$ cat src/rtl/timerio.sv
// timerio: 16-bit programmable down-counter timer on the cpu68 bus.
// Prescaled tick, auto-reload or one-shot, compare match flag, square-wave
// output toggling on every underflow, and a level interrupt request.
// 16-bit registers are written through a shared high-byte buffer (hbuf) and
// the counter is read coherently through a low-byte shadow latched on CNT_H read.
module timerio #(
  parameter logic [15:0] RELOAD_RST = 16'hFFFF,
  parameter logic [7:0]  PRESC_RST  = 8'd0
) (
  input  logic       clk,
  input  logic       rst,
  output logic       irq,
  input  logic [3:0] AD,
  input  logic [7:0] DI,
  output logic [7:0] DO,
  input  logic       rw,
  input  logic       cs,
  output logic       tout
);

  // CTRL bit positions
  localparam int CTRL_EN    = 0;
  localparam int CTRL_AUTO  = 1;
  localparam int CTRL_OVFIE = 2;
  localparam int CTRL_CMPIE = 3;

  logic [3:0]  r_ctrl;
  logic [1:0]  r_stat;     // {CMPF, OVFF}
  logic [7:0]  r_presc;
  logic [7:0]  r_pcnt;
  logic [15:0] r_cnt;
  logic [15:0] r_rld;
  logic [15:0] r_cmp;
  logic [7:0]  r_hbuf;
  logic [7:0]  r_lshadow;
  logic        r_tout;

  logic        w_wr;
  logic        w_rd;
  logic        w_wr_ctrl;
  logic        w_wr_cnt_l;
  logic        w_run;
  logic        w_pmatch;
  logic        w_tick;
  logic        w_unf;
  logic [15:0] w_cnt_tick;
  logic        w_cmp_hit;

  assign w_wr       = cs & ~rw;
  assign w_rd       = cs & rw;
  assign w_wr_ctrl  = w_wr & (AD == 4'd0);
  assign w_wr_cnt_l = w_wr & (AD == 4'd4);

  // A CTRL write that clears EN takes effect immediately: the prescaler and
  // counter do not advance on that edge.
  assign w_run    = r_ctrl[CTRL_EN] & ~(w_wr_ctrl & ~DI[CTRL_EN]);
  assign w_pmatch = (r_pcnt == r_presc);
  // A CPU load of CNT beats a coincident tick.
  assign w_tick   = w_run & w_pmatch & ~w_wr_cnt_l;
  assign w_unf    = w_tick & (r_cnt == 16'd0);

  // Value the counter takes on a tick; also what the compare looks at.
  assign w_cnt_tick = (r_cnt != 16'd0) ? (r_cnt - 16'd1) :
                      (r_ctrl[CTRL_AUTO] ? r_rld : 16'hFFFF);
  assign w_cmp_hit  = w_tick & (w_cnt_tick == r_cmp);

  // Control register; one-shot underflow drops EN unless the CPU writes CTRL.
  always_ff @(posedge clk) begin
    if (rst) begin
      r_ctrl <= 4'd0;
    end else if (w_wr_ctrl) begin
      r_ctrl <= DI[3:0];
    end else if (w_unf & ~r_ctrl[CTRL_AUTO]) begin
      r_ctrl[CTRL_EN] <= 1'b0;
    end
  end

  // Status flags: write-1-to-clear, hardware set wins over a same-edge clear.
  always_ff @(posedge clk) begin
    if (rst) begin
      r_stat <= 2'b00;
    end else begin
      r_stat <= (r_stat & ~((w_wr && AD == 4'd1) ? DI[1:0] : 2'b00))
              | {w_cmp_hit, w_unf};
    end
  end

  // Prescaler counter: wraps at PRESC, cleared by a CNT_L write.
  always_ff @(posedge clk) begin
    if (rst) begin
      r_pcnt <= 8'd0;
    end else if (w_wr_cnt_l) begin
      r_pcnt <= 8'd0;
    end else if (w_run) begin
      r_pcnt <= w_pmatch ? 8'd0 : (r_pcnt + 8'd1);
    end
  end

  // Main counter: CPU load has priority over the tick-driven update.
  always_ff @(posedge clk) begin
    if (rst) begin
      r_cnt <= 16'hFFFF;
    end else if (w_wr_cnt_l) begin
      r_cnt <= {r_hbuf, DI};
    end else if (w_tick) begin
      r_cnt <= w_cnt_tick;
    end
  end

  // Plain CPU-written registers and the shared high-byte buffer.
  always_ff @(posedge clk) begin
    if (rst) begin
      r_presc <= PRESC_RST;
      r_rld   <= RELOAD_RST;
      r_cmp   <= 16'h0000;
      r_hbuf  <= 8'd0;
    end else if (w_wr) begin
      case (AD)
        4'd2:                r_presc <= DI;
        4'd3, 4'd5, 4'd7:    r_hbuf  <= DI;
        4'd6:                r_rld   <= {r_hbuf, DI};
        4'd8:                r_cmp   <= {r_hbuf, DI};
        default: ;
      endcase
    end
  end

  // Low-byte shadow captured when the CPU reads CNT_H.
  always_ff @(posedge clk) begin
    if (rst) begin
      r_lshadow <= 8'd0;
    end else if (w_rd && AD == 4'd3) begin
      r_lshadow <= r_cnt[7:0];
    end
  end

  // Square wave: flips on each underflow.
  always_ff @(posedge clk) begin
    if (rst) begin
      r_tout <= 1'b0;
    end else if (w_unf) begin
      r_tout <= ~r_tout;
    end
  end

  // Read mux from registered state.
  always_comb begin
    DO = 8'hFF;
    case (AD)
      4'd0:    DO = {4'd0, r_ctrl};
      4'd1:    DO = {6'd0, r_stat};
      4'd2:    DO = r_presc;
      4'd3:    DO = r_cnt[15:8];
      4'd4:    DO = r_lshadow;
      4'd5:    DO = r_rld[15:8];
      4'd6:    DO = r_rld[7:0];
      4'd7:    DO = r_cmp[15:8];
      4'd8:    DO = r_cmp[7:0];
      default: DO = 8'hFF;
    endcase
  end

  assign irq  = (r_stat[0] & r_ctrl[CTRL_OVFIE]) | (r_stat[1] & r_ctrl[CTRL_CMPIE]);
  assign tout = r_tout;

endmodule

$ cat config.mk
export PLATFORM = sky130hd
export DESIGN_NAME = timerio
export DESIGN_NICKNAME = d
export VERILOG_FILES = /design/src/rtl/timerio.sv
export SDC_FILE = /design/constraint.sdc
export NUM_CORES = 1
export LEC_CHECK = 0
export CAP_MARGIN = 0
export CORE_MARGIN = 2
export CORE_UTILIZATION = 65
export DETAILED_ROUTE_END_ITERATION = 10
export PLACE_DENSITY = 0.85
export SLEW_MARGIN = 20
export SYNTH_ARGS = -nofsm -noshare
export SYNTH_HDL_FRONTEND = slang
export SYNTH_SLANG_ARGS = --single-unit
$ cat constraint.sdc
create_clock -name clk -period 9.15 [get_ports clk]
set_input_delay 1.83 -clock clk [delete_from_list [all_inputs] [get_ports clk]]
set_output_delay 1.83 -clock clk [all_outputs]
set_load 0.02 [all_outputs]
**After elaboration in Yosys (flattened, before gate mapping)**

Index checks and enable logic that the tools add are counted.

- Register bits after elaboration: 87
- Bits of input ports: 16
- Output and inout port bits: 10
- Logic and storage cells: 68

- Add/subtract/negate cells: 2
- Equal/unequal tests: 10
- Muxes and demuxes: 9
- Bitwise logic cells: 23
- Reduce and logical (&&, ||, !) cells: 13

Operator list:

| kind | count |
|---|---|
| $pmux 8 s9 | 1 |
| $mux 16 | 4 |
| $eq 16x16->1 | 1 |
| $eq 4x3->1 const B | 4 |
| $logic_not 16->1 | 1 |
| $reduce_bool 16->1 | 1 |
| $sub 16x1->16 const B | 1 |
| $and 1x1->1 | 13 |
| $add 8x1->8 const B | 1 |
| $eq 4x2->1 const B | 2 |
| $eq 8x8->1 | 1 |
| $mux 8 | 1 |
| $reduce_and 2->1 | 4 |
| $not 1->1 | 6 |
| $eq 4x1->1 const B | 1 |
| $eq 4x4->1 const B | 1 |
| $logic_not 4->1 | 1 |
| $reduce_bool 2->1 | 2 |
| $reduce_or 3->1 | 1 |
| $and 2x2->2 | 1 |
| $logic_and 1x1->1 | 2 |
| $mux 1 | 2 |
| $mux 2 | 1 |
| $not 2->2 | 1 |
| other kinds (3) | 3 |

**Longest topological paths before layout**

- Word-level depth: 12
- Depth in mapped cells: 11

**Least setup slack after synthesis**

OpenSTA, ideal clock, no wires.

- Kind: input to output
- Start: input port AD[2]
- End: output port DO[5]
- Arrival: 3,385 ps
- Data required time: 7,320 ps
- Path slack: 3,935 ps
- Cell stages on the path: 7
- Cells stage by stage: clkbuf_1 > clkbuf_1 > clkbuf_1 > mux2i_1 > nor2_1 > o21ai_0 > o2111ai_1

- Longest elaborated chain between the ends: 2
- Elaborated cells between the ends (all ways): 10

RTL lines:

| item | RTL line | text |
|---|---|---|
| from (decl) | 13 | `input logic [3:0] AD,` |
| $eq 4x4->1 (tied with other cells) | 149 | `case (AD)` |
| $pmux 8 s9 * | 149 |  |
| to (decl) | 15 | `output logic [7:0] DO,` |

Mark *: on every way between the ends. The rest lies on a longest branch, timed or not.

**Worst setup path after layout**

- Start: input port AD[1]
- End: output port DO[4]

Same word-level chain as after synthesis.

==> out/metrics.cfg <==
[status]
status=completed

[pwr]
leakagePower_nw=2.143
power.density_nw_per_um2=141.5
total_power_uw=772.3
ir_drop_v=0.0001413

[sta]
timing.final.crit_period_ps=6840
report.final.slew_viol_count=0
skew_ps=10.81
setup_viol=0
rsz0062_at_grt=false
hold_viol=0
worst_pin_slew_ps=1048
timing.fmax_mhz=146.2
relSlewSlack=0.2988
setup_ws_ps=2310
tns_ps=0
min_period_over_period=0.7476

[logic_synthesis]
syn_nets=655
synth-async-reset-ratio=0
synth_area_per_cell_um2=7.871
ys_seq_area_frac=0.3479
netlist_instances=636
yosys_warnings=0
synth_edf_count=0
synth_ff_type=dfxtp_1
synth_area_um2=5006
synth.distinct_cells=66
ys_ff_latch=87

[floorplanning]
initial_core_util=0.6581
die_y_um=91.76
core_um2=7607
ios=26
die-area_um2=8420
fp-row-count=32
die_x_um=91.76

[placed_design]
dp_hpwl_um=11400
io_buffers=25
dp_slack_ps=2416
place.gp.congestion=1.002
placed_area_um2=5231

[routing]
via_per_inst=6.715
drt_first_pass_iters=7
wire_per_inst_um=21.91
drc_errors=0
drt_iter0_drc=685
drt-total-wl_um=16220
vias=4969
drt.antenna.violating_nets=0

[clock_network]
h-tree-depth=3
holdBufCountCts=0
clk_root_buffer_cell=clkbuf_8
clk_latency_ps=370
clock_sinks=87
cts.path.max_buffers=2
cts-resized-gates=0
cts_setup_buffers=0
cts_tree=built
numCtsBuffers=9
clkTransAtPathRegs_ps=100

[critical_path]
timing.rr.start=r_cnt[0]$_SDFFE_PP1P_
critPathCaptureType=output port
cp_max_fo=23
crit_path_start_kind=primary input
ff2ff_path_depth=10
cp.arrival_ps=5010
critical_path.startpoint=AD[1]
critical_path_class=primary input to output port
critPathRequiredTime_ps=7320

[global_routing]
track_usage=0.3964
grt_start_max_net_pins=84
grt_first_pass_wirelength_um=25520
grt_pass1_vias=4578
grt_overflow_total=0
antenna_found_initial=0

[hold_path]
hold_path_class=flop to flop
hold_depth=2
hp-start=r_hbuf[5]$_SDFFE_PP0P_

[cells_and_area]
layout_commonest_cell=nand2_1
syn_to_final_growth_pct=8.998
final_area_um2=5456
final_cell_mix=nand2_1, dfxtp_1, nor2_1
nNetsFinal=652
drive_above_1_share=0.05486
num_antenna_cells=0
final_util=0.7173
fillers=626

[job]
maxCapViolCount=0

sequential cells by signal (all words and copies together), names as in the netlist:
signal / cells
tout: 1
r_rld: 16
r_lshadow: 8
r_ctrl: 4
r_cmp: 16
r_stat: 2
r_presc: 8
r_cnt: 16
r_hbuf: 8
r_pcnt: 8
synthesized netlist by cell type (3+ instances only):
library cell  instances  area (µm²)
and3_1                5       31.28
nor2b_1               7       43.79
o211ai_1              7       52.55
a221oi_1              6       52.55
nand2b_1              6       37.54
nand3_1              19       95.09
nand4_1               7       43.79
or4_1                 3       22.52
a21o_1                7       52.55
and4_1                3       26.28
or3_1                 6       37.54
a21oi_1              41       205.2
nor4_1                4       25.02
xor2_1               13       113.9
buf_2                 3       15.01
o21bai_1              8       60.06
mux2i_1              37       370.4
a211oi_1             12       90.09
o2111ai_1             4       35.03
o31a_1                3       26.28
xnor2_1              17       148.9
ha_1                  3       37.54
inv_1                11       41.29
nor3_1               12       60.06
nand2_1              92       345.3
clkbuf_1             35       131.4
nand3b_1             20       150.1
o21ai_0              21       105.1
o22ai_1               5       31.28
nor2_1               82       307.8
a22oi_1               3       22.52
dfxtp_1              87        1742
cell families after synthesis:
kind of cell,after synthesis,synth area share
multiplexers,40,0.08298
buffers and inverters,55,0.04524
AND/OR/NAND/NOR,280,0.2732
adder cells (fa/ha/maj),3,0.007499
flip-flops,87,0.3479
XOR/XNOR,30,0.05249
AO/OA/AOI/OAI,141,0.1907
power breakdown:
part           switching [mW]  internal (mW)
registers             0.00624          0.382
logic                  0.0455         0.0307
clock network           0.151          0.157
area by class of cell:
cell class	instances	area [µm²]	area share
multi-input combinational	494	3038	0.5568
sequential	87	1742	0.3192
timing repair buffer	30	282.8	0.05182
tap	102	127.6	0.02339
clock buffer	9	123.9	0.02270
clock inverter	7	101.3	0.01857
inverter	11	41.29	0.007567
stage by stage:
step / instances / hold WS, ps
floorplan: 636 / 453.5
global placement: 724 / 466.9
detailed placement: 724 / 483.6
CTS: 740 / 505.3
global route: 740 / 527.8
finish: 740 / 509.0
worst paths after layout:
path / endpoint / slack, ps
setup / recovery: DO[4] / 2310
hold / removal: r_cmp[13]$_SDFFE_PP0P_ / 510
setup reg to reg: r_stat[1]$_SDFF_PP0_ / 5540
hold reg to reg: r_cmp[13]$_SDFFE_PP0P_ / 510
worst max-delay path: stages:
cell	delay, ps
clkdlybuf4s50_1	1110
inv_1	280
nor2_1	640
a221oi_1	200
nor2_1	130
a21oi_1	50
o21ai_0	110
clkdlybuf4s50_1	650
metal layers:
layer,global-route usage,routed length (µm),vias to the layer above
li1,-,-,2269
met5,0,0,-
met3,0.08053,1630,58
met1,0.5182,6509,2319
met2,0.6354,7367,323
met4,0.1754,709,0
(Power assumes the default switching activity.)
